`src/rtl/mul_req_scheduler_if.sv`:
```
// Requester-side operand streams and result stream of the shared multiplier scheduler.
interface mul_req_scheduler_if #(
  parameter int unsigned NUM_REQ = 4,
  parameter int unsigned BIT_LEN = 17,
  parameter int unsigned ID_W    = $clog2(NUM_REQ)
);
  logic [NUM_REQ-1:0]         req_valid;
  logic [NUM_REQ-1:0]         req_ready;
  logic [NUM_REQ*BIT_LEN-1:0] req_a;
  logic [NUM_REQ*BIT_LEN-1:0] req_b;
  logic                       res_valid;
  logic                       res_ready;
  logic [BIT_LEN-1:0]         res_data;
  logic [ID_W-1:0]            res_id;
  logic                       res_last;

  modport master (
    output req_valid, req_a, req_b, res_ready,
    input  req_ready, res_valid, res_data, res_id, res_last
  );

  modport slave (
    input  req_valid, req_a, req_b, res_ready,
    output req_ready, res_valid, res_data, res_id, res_last
  );
endinterface

```
`src/rtl/mul_req_scheduler.sv`:
```
// Round-robin scheduler sharing one multi-word multiplier between NUM_REQ requesters:
// serial operand load, fixed-latency wait, serial product drain tagged with the owner ID.
module mul_req_scheduler #(
  parameter int unsigned NUM_ELEMENTS = 17,
  parameter int unsigned BIT_LEN      = 17,
  parameter int unsigned NUM_REQ      = 4,
  parameter int unsigned MUL_LATENCY  = 2,
  parameter int unsigned ID_W         = $clog2(NUM_REQ)
) (
  input  logic                                clk,
  input  logic                                rst_n,
  mul_req_scheduler_if.slave                  bus,
  output logic [NUM_ELEMENTS*BIT_LEN-1:0]     mul_a,
  output logic [NUM_ELEMENTS*BIT_LEN-1:0]     mul_b,
  input  logic [2*NUM_ELEMENTS*BIT_LEN-1:0]   mul_m,
  output logic                                busy
);
  localparam int unsigned OP_W   = NUM_ELEMENTS * BIT_LEN;
  localparam int unsigned PROD_W = 2 * OP_W;
  localparam int unsigned LOAD_W = (NUM_ELEMENTS > 1) ? $clog2(NUM_ELEMENTS) : 1;
  localparam int unsigned OUT_W  = $clog2(2 * NUM_ELEMENTS);
  localparam int unsigned LAT_W  = $clog2(MUL_LATENCY + 1);

  localparam logic [LOAD_W-1:0] LOAD_LAST = LOAD_W'(NUM_ELEMENTS - 1);
  localparam logic [OUT_W-1:0]  OUT_LAST  = OUT_W'(2 * NUM_ELEMENTS - 1);

  typedef enum logic [1:0] {IDLE, LOAD, WAIT, DRAIN} state_t;

  state_t              state;
  logic [ID_W-1:0]     grant;
  logic [ID_W-1:0]     last_grant;
  logic [LOAD_W-1:0]   load_cnt;
  logic [LAT_W-1:0]    lat_cnt;
  logic [OUT_W-1:0]    out_cnt;
  logic [PROD_W-1:0]   res_buf;

  logic [ID_W-1:0]     arb_c;
  logic [ID_W-1:0]     cand_c;
  logic                arb_hit_c;
  logic [BIT_LEN-1:0]  sel_a_c;
  logic [BIT_LEN-1:0]  sel_b_c;
  logic                load_xfer_c;

  // Round-robin pick: scan from farthest to nearest so the nearest valid after last_grant wins.
  always_comb begin : arbiter
    arb_c     = '0;
    cand_c    = '0;
    arb_hit_c = 1'b0;
    for (int k = int'(NUM_REQ); k >= 1; k--) begin
      cand_c = ID_W'((int'(last_grant) + k) % int'(NUM_REQ));
      if (bus.req_valid[cand_c]) begin
        arb_c     = cand_c;
        arb_hit_c = 1'b1;
      end
    end
  end

  always_comb begin : operand_mux
    sel_a_c = '0;
    sel_b_c = '0;
    for (int unsigned r = 0; r < NUM_REQ; r++) begin
      if (grant == ID_W'(r)) begin
        sel_a_c = bus.req_a[r*BIT_LEN +: BIT_LEN];
        sel_b_c = bus.req_b[r*BIT_LEN +: BIT_LEN];
      end
    end
  end

  assign load_xfer_c = (state == LOAD) && bus.req_valid[grant] && bus.req_ready[grant];

  always_ff @(posedge clk or negedge rst_n) begin
    if (!rst_n) begin
      state         <= IDLE;
      grant         <= '0;
      last_grant    <= ID_W'(NUM_REQ - 1);
      load_cnt      <= '0;
      lat_cnt       <= '0;
      out_cnt       <= '0;
      res_buf       <= '0;
      mul_a         <= '0;
      mul_b         <= '0;
      busy          <= 1'b0;
      bus.req_ready <= '0;
      bus.res_valid <= 1'b0;
      bus.res_data  <= '0;
      bus.res_id    <= '0;
      bus.res_last  <= 1'b0;
    end else begin
      unique case (state)
        IDLE: begin
          if (arb_hit_c) begin
            grant         <= arb_c;
            last_grant    <= arb_c;
            load_cnt      <= '0;
            bus.req_ready <= NUM_REQ'(1) << arb_c;
            busy          <= 1'b1;
            state         <= LOAD;
          end
        end
        LOAD: begin
          if (load_xfer_c) begin
            for (int unsigned i = 0; i < NUM_ELEMENTS; i++) begin
              if (load_cnt == LOAD_W'(i)) begin
                mul_a[i*BIT_LEN +: BIT_LEN] <= sel_a_c;
                mul_b[i*BIT_LEN +: BIT_LEN] <= sel_b_c;
              end
            end
            if (load_cnt == LOAD_LAST) begin
              bus.req_ready <= '0;
              lat_cnt       <= LAT_W'(MUL_LATENCY);
              state         <= WAIT;
            end else begin
              load_cnt <= load_cnt + 1'b1;
            end
          end
        end
        WAIT: begin
          // Operands have been stable for MUL_LATENCY edges when lat_cnt reaches 1.
          if (lat_cnt == LAT_W'(1)) begin
            res_buf       <= mul_m;
            out_cnt       <= '0;
            bus.res_valid <= 1'b1;
            bus.res_data  <= mul_m[BIT_LEN-1:0];
            bus.res_id    <= grant;
            bus.res_last  <= 1'b0;
            state         <= DRAIN;
          end else begin
            lat_cnt <= lat_cnt - 1'b1;
          end
        end
        DRAIN: begin
          if (bus.res_ready) begin
            if (bus.res_last) begin
              bus.res_valid <= 1'b0;
              bus.res_last  <= 1'b0;
              busy          <= 1'b0;
              state         <= IDLE;
            end else begin
              // Buffer shifts down so the next word is always in the second slot.
              out_cnt      <= out_cnt + 1'b1;
              res_buf      <= res_buf >> BIT_LEN;
              bus.res_data <= res_buf[2*BIT_LEN-1:BIT_LEN];
              bus.res_last <= ((out_cnt + 1'b1) == OUT_LAST);
            end
          end
        end
        default: state <= IDLE;
      endcase
    end
  end
endmodule

```
`src/flat_wrapper.sv`:
```
// flat-port wrapper written by rule: the top's interface ports become plain ports
module mul_req_scheduler_flat 
#(
  parameter int unsigned NUM_ELEMENTS = 17,
  parameter int unsigned BIT_LEN      = 17,
  parameter int unsigned NUM_REQ      = 4,
  parameter int unsigned MUL_LATENCY  = 2,
  parameter int unsigned ID_W         = $clog2(NUM_REQ)
)
  (clk, rst_n, mul_a, mul_b, mul_m, busy, bus_req_valid, bus_req_a, bus_req_b, bus_res_ready, bus_req_ready, bus_res_valid, bus_res_data, bus_res_id, bus_res_last);
  mul_req_scheduler_if #(.NUM_REQ(NUM_REQ), .BIT_LEN(BIT_LEN), .ID_W(ID_W)) bus_i ();
  input  logic clk;
  input  logic rst_n;
  output logic [NUM_ELEMENTS*BIT_LEN-1:0] mul_a;
  output logic [NUM_ELEMENTS*BIT_LEN-1:0] mul_b;
  input  logic [2*NUM_ELEMENTS*BIT_LEN-1:0] mul_m;
  output logic busy;
  input wire logic [$bits(bus_i.req_valid)-1:0] bus_req_valid;
  input wire logic [$bits(bus_i.req_a)-1:0] bus_req_a;
  input wire logic [$bits(bus_i.req_b)-1:0] bus_req_b;
  input wire logic [$bits(bus_i.res_ready)-1:0] bus_res_ready;
  output wire logic [$bits(bus_i.req_ready)-1:0] bus_req_ready;
  output wire logic [$bits(bus_i.res_valid)-1:0] bus_res_valid;
  output wire logic [$bits(bus_i.res_data)-1:0] bus_res_data;
  output wire logic [$bits(bus_i.res_id)-1:0] bus_res_id;
  output wire logic [$bits(bus_i.res_last)-1:0] bus_res_last;
  assign bus_i.req_valid = bus_req_valid;
  assign bus_i.req_a = bus_req_a;
  assign bus_i.req_b = bus_req_b;
  assign bus_i.res_ready = bus_res_ready;
  assign bus_req_ready = bus_i.req_ready;
  assign bus_res_valid = bus_i.res_valid;
  assign bus_res_data = bus_i.res_data;
  assign bus_res_id = bus_i.res_id;
  assign bus_res_last = bus_i.res_last;
  mul_req_scheduler #(.NUM_ELEMENTS(NUM_ELEMENTS), .BIT_LEN(BIT_LEN), .NUM_REQ(NUM_REQ), .MUL_LATENCY(MUL_LATENCY), .ID_W(ID_W)) u_core (.clk(clk), .rst_n(rst_n), .bus(bus_i), .mul_a(mul_a), .mul_b(mul_b), .mul_m(mul_m), .busy(busy));
endmodule
```
`config.mk`:
```
export PLATFORM = sky130hd
export DESIGN_NAME = mul_req_scheduler_flat
export DESIGN_NICKNAME = d
export VERILOG_FILES = /design/src/rtl/mul_req_scheduler_if.sv /design/src/rtl/mul_req_scheduler.sv /design/src/flat_wrapper.sv
export SDC_FILE = /design/constraint.sdc
export NUM_CORES = 2
export LEC_CHECK = 0
export ABC_CLOCK_PERIOD_IN_PS = 4300
export CORE_AREA = 3 3 510 512
export DETAILED_ROUTE_END_ITERATION = 12
export DIE_AREA = 0 0 513 515
export MAX_ROUTING_LAYER = met4
export PLACE_DENSITY = 0.45
export SYNTH_ARGS = -nofsm -noshare
export SYNTH_HDL_FRONTEND = slang
export SYNTH_SLANG_ARGS = --single-unit
```
`constraint.sdc`:
```
create_clock -name clk -period 4.3 [get_ports clk]
set_clock_uncertainty 0.2 [all_clocks]
set_input_delay 1.075 -clock clk [delete_from_list [all_inputs] [get_ports clk]]
set_output_delay 1.075 -clock clk [all_outputs]
set_load 0.005 [all_outputs]
```
; After elaboration in Yosys (flattened, before gate mapping)
; Index checks and enable logic that the tools add are counted.
[word_totals]
inputBits = 721
output_inout_bits = 604
regBits = 1201
wordCells = 196
[classes]
add_sub_neg = 7
order_cmp = 5
shifts = 1
n_mux = 67
reduce_logical = 36
eq_ne = 33
[op_table]
columns = op, n
row1 = two-way mux 578 bit, 3
row2 = one-hot mux 578 bit (2 select lines), 1
row3 = two-way mux 17 bit, 11
row4 = AND reduction 3 bit, 18
row5 = equality test 5 x 4 -> 1 bit (second input constant), 8
row6 = one-hot mux 17 bit (2 select lines), 1
row7 = AND reduction 4 bit, 6
row8 = two-way mux 2 bit, 11
row9 = equality test 5 x 3 -> 1 bit (second input constant), 4
row10 = two-way mux 6 bit, 3
row11 = two-way mux 1 bit, 17
row12 = less-than comparator 2 x 3 -> 1 bit (second input constant), 5
row13 = two-way mux 5 bit, 3
row14 = binary-select mux 1 bit (select 2 bit), 6
row15 = two-way mux 4 bit, 3
row16 = one-hot mux 6 bit (2 select lines), 1
row17 = equality test 5 x 2 -> 1 bit (second input constant), 2
row18 = inequality test 2 bit (second input constant), 5
row19 = one-hot mux 5 bit (2 select lines), 1
row20 = equality test 2 bit (second input constant), 4
row21 = inequality test 2 x 1 -> 1 bit (second input constant), 4
row22 = one-hot mux 2 bit (4 select lines), 1
row23 = one-hot mux 4 bit (2 select lines), 1
row24 = nonzero test 2 bit, 4
row25 = 17 further kinds, 26

; Logic depth before layout (Yosys ltp)
[logic_depth]
ltp_word = 10
depth_mapped = 10
depth_no_buf = 7

; Worst setup path before layout
; Ideal clock, no wire load.
[synth_timing]
kind = input to register
from = input port bus_req_valid[3]
to = register u_core.state[1]
arrival_time_ps = 2538
path_buffers = 0
path_slack_ps = 1437
stages = 5
setup_ps = 125
cell_sequence = and2_0 -> mux4_2 -> and3_1 -> o21ai_0 -> mux2_2
[synth_via]
elab_chain_cells = 8
elab_cells_between_ends = 19
cone_classes = eq/ne: 2 / mux: 14 / reduce/logical: 3
[synth_lines]
columns = item, line_no
row1 = from (decl), flat_wrapper.sv:18  ; input wire logic [$bits(bus_i.req_valid)-1:0] bus_req_valid;
row2 = binary-select mux 1 bit (select 2 bit), mul_req_scheduler.sv:51  ; if (bus.req_valid[cand_c]) begin
row3 = two-way mux 1 bit (implied by the code), mul_req_scheduler.sv:51
row4 = two-way mux 1 bit (4 in series), mul_req_scheduler.sv:51
row5 = inequality test 2 x 1 -> 1 bit (no line), n/a
row6 = AND reduction 6 bit (no line) *, n/a
row7 = to (signal assigned), mul_req_scheduler.sv:73  ; state <= IDLE;
row8 = to (signal assigned), mul_req_scheduler.sv:97  ; state <= LOAD;
row9 = to (signal assigned), mul_req_scheduler.sv:111  ; state <= WAIT;
row10 = to (decl), mul_req_scheduler.sv:29  ; state_t state;
; Mark *: on every way between the ends. The rest lies on a longest branch, timed or not. The select of a mux whose other input is x is not followed.
; A chain may end at the register's enable or synchronous reset.

==> flow_summary.toml <==
[synth]
syn-num-nets = 4713
synthArstFlopShare_pct = 100
seq_area_frac_synth_pct = 58.9
synth.area.top_cells = "dfrtp_1 59%, mux2_2 13%, mux2i_1 11%, o21ai_0 5.7%, nand2_1 4.4%"
yosys.area.top_type = "dfrtp_1"
synth_area_um2 = 50300
synth.top_cells.by_count = "1182 x dfrtp_1, 583 x nand2_1, 581 x mux2_2, 574 x o21ai_0, 563 x mux2i_1"
avgSynthCellArea_um2 = 12.6
syn-instance-count = 3980
post-synth-top-area-fraction_pct = 58.8
synth-seq-cells = 1184
synth_edf_count = 0
ys_types = 45
ys_warn_count = 0
dominantRegCellSynth = "dfrtp_1"
yosysMostFrequentCell = "dfrtp_1"

[clock_network]
clockBufferDepth = 3
cts.sinks = 1184
cts_root_buf = "clkbuf_16"
cts_made_buffers = 149
post_cts_buffers = 0
cts_tree = "done"
path_clk_slew_ns = 0.06
cts_resized = 0
htreeDepth = 4
clock_latency_ns = 0.80
ctsHoldBuffers = 0

[power]
power_density_nw_per_um2 = 696
p_int_mw = 31.3
p_clk_share_pct = 25.6
p_switching_mw = 19.4
switching_share_pct = 38.3
p_leak_nw = 31.1
seqPwrFrac_pct = 35.8
peakVddDrop_v = 0.000496
comb_power_share_pct = 38.6

[worst_setup_path]
worstPathMaxFanout = 2
crit_start = "u_core.res_buf[6]"
worst_setup_path_end_kind = "output port"
critPathRequiredTime_ns = 3.02
r2r-start = "u_core.state[1]"
critPathLaunchType = "flop"
slowest_delay_ns = 0.82
r2r_setup_slack_ns = 1.19
path_cells = "clkdlybuf4s50_1"
cp_slowest_cell = "clkdlybuf4s50_1"
crit_buf_inv = 1
path_class = "reg2out"
crit_arrival_ns = 1.96
critical_path.top_delay_family = "buffers and inverters"

[timing]
slew_headroom_pct = 22.3
rsz0062_at_grt = "no"
worst_pin_slew_ns = 1.16
holdWs_ns = 0.0472
hold_viol_final = 0
fin_tns_setup_ns = 0
post-route-period-util_pct = 75.3
setup_violations = 0
fin_crit_ns = 3.24
slew_viol_final = 0
max_clock_freq_mhz = 309

[drt]
postRouteWirelength_um = 224000
avgRoutedWirePerCell_um = 25.4
drc = 0
first_iter_violations = 1852
ant_nets = 0
vias_per_cell = 4.08
vias = 36000
drtPass1Iterations = 9

[finish]
fin_nets = 5964
stdcell_area_um2 = 72700
utilization_pct = 28.4
drive_above_1_share_pct = 17.9
area_delta_synth_final_pct = 44.7

[global_route]
grt_max_degree = 156
track_usage_pct = 16.9
grt_pass1_wl_um = 307000
overflow = 0
grt_pass1_vias = 37900
antenna_found_initial = 98

[floorplan]
rows = 186
dieArea_um2 = 264000
die_w_um = 513
coreArea_um2 = 256000
io_pins = 1325
die_y_um = 515
start_util_pct = 19.6

[place]
dpl.hpwl_um = 169000
port_buffers = 1324
gp_congestion = 0.851
place_area_um2 = 67400

[status]
outcome = "finished, final reports clean"

[hold_path]
hold_class = "in2async"

[job]
maxCapViolCount = 0
## cells in the final DEF (no fill, tap or decap), types with 3 or more instances in the layout
cell	n
nand2b_1	6
clkbuf_8	34
clkbuf_1	37
nor2_4	15
buf_12	43
and3_1	4
clkinv_2	17
nor3_1	4
dfrtp_1	1180
inv_16	4
and2_1	3
clkinv_16	8
bufinv_16	9
nand2_1	583
a21oi_1	9
mux2_2	581
o21ai_0	574
nor2_1	13
clkbuf_16	149
clkdlybuf4s50_1	1323
mux4_2	35
inv_1	14
diode_2	86
buf_4	44
mux2i_1	563
nor2b_1	3
ha_1	11
nand3_1	10
a21o_1	4
a22o_1	19
clkinvlp_4	3
## layout make-up
cell class / count / area (µm²)
fillers: 26400 / 183000
flip-flops and latches: 1184 / 29600
multi-input cells: 2472 / 19100
repair buffers: 1410 / 14400
clock buffers: 220 / 4340
well taps: 3384 / 4230
clock inverters: 45 / 748
diodes: 86 / 215
inverters: 14 / 52.6
## kinds of logic (layout without fill, tap and decap cells)
kind of cell | count (synthesis) | after routing | synth area share (%)
buf+inv | 324 | 1689 | 3.31
xor+xnor | 2 | 2 | 0.0348
compound gates | 627 | 627 | 6.54
simple gates | 652 | 652 | 5.11
other cells | 0 | 86 | 0
mux | 1179 | 1179 | 25.8
fa+ha+maj | 12 | 12 | 0.299
flops | 1184 | 1184 | 58.9
## per-stage QoR
step	std cells	power (mW)	setup slack (ns)
floorplan	3980	28.2	1.44
global placement	8464	38.1	0.239
detailed placement	8464	38.4	0.272
CTS	8729	51.7	0.918
global route	8807	54.0	0.938
finish	8815	50.7	1.06
## power groups by stage
stage               sequential [mW]  combinational [mW]  clock [mW]
floorplan                      17.3                10.9           0
global placement               18.3                19.8           0
detailed placement             18.3                20.1           0
CTS                            18.2                20.1        13.4
global route                   18.6                21.5        13.9
finish                         18.1                19.6        13.0
## flip-flops by register name (all words and copies together), names as in the netlist, 4 cells and up
register              cells
u_core.res_buf          578
u_core.mul_a            289
u_core.load_cnt           5
u_core.bus.req_ready      4
u_core.mul_b            289
u_core.out_cnt            6
## path summary, 6_finish.rpt
| check | depth (start not counted) | to |
|---|---|---|
| setup / recovery | 1 | bus_res_data[6] |
| setup reg to reg | 7 | u_core.mul_a[91] |
| hold reg to reg | 2 | u_core.res_buf[365] |
| max in group asynchronous | 2 | u_core.res_buf[154] |
| hold / removal | 1 | u_core.mul_b[151] |
| min in group clk | 2 | u_core.res_buf[365] |
## per-layer routing
| layer | wire, µm | up-vias | GRT usage (%) |
|---|---|---|---|
| li1 | - | 16500 | - |
| met1 | 87400 | 18100 | 18.6 |
| met2 | 111000 | 1114 | 28.3 |
| met3 | 17700 | 315 | 5.87 |
| met4 | 8060 | 0 | 5.81 |
| met5 | 0 | - | - |
(Power assumes the default switching activity.)
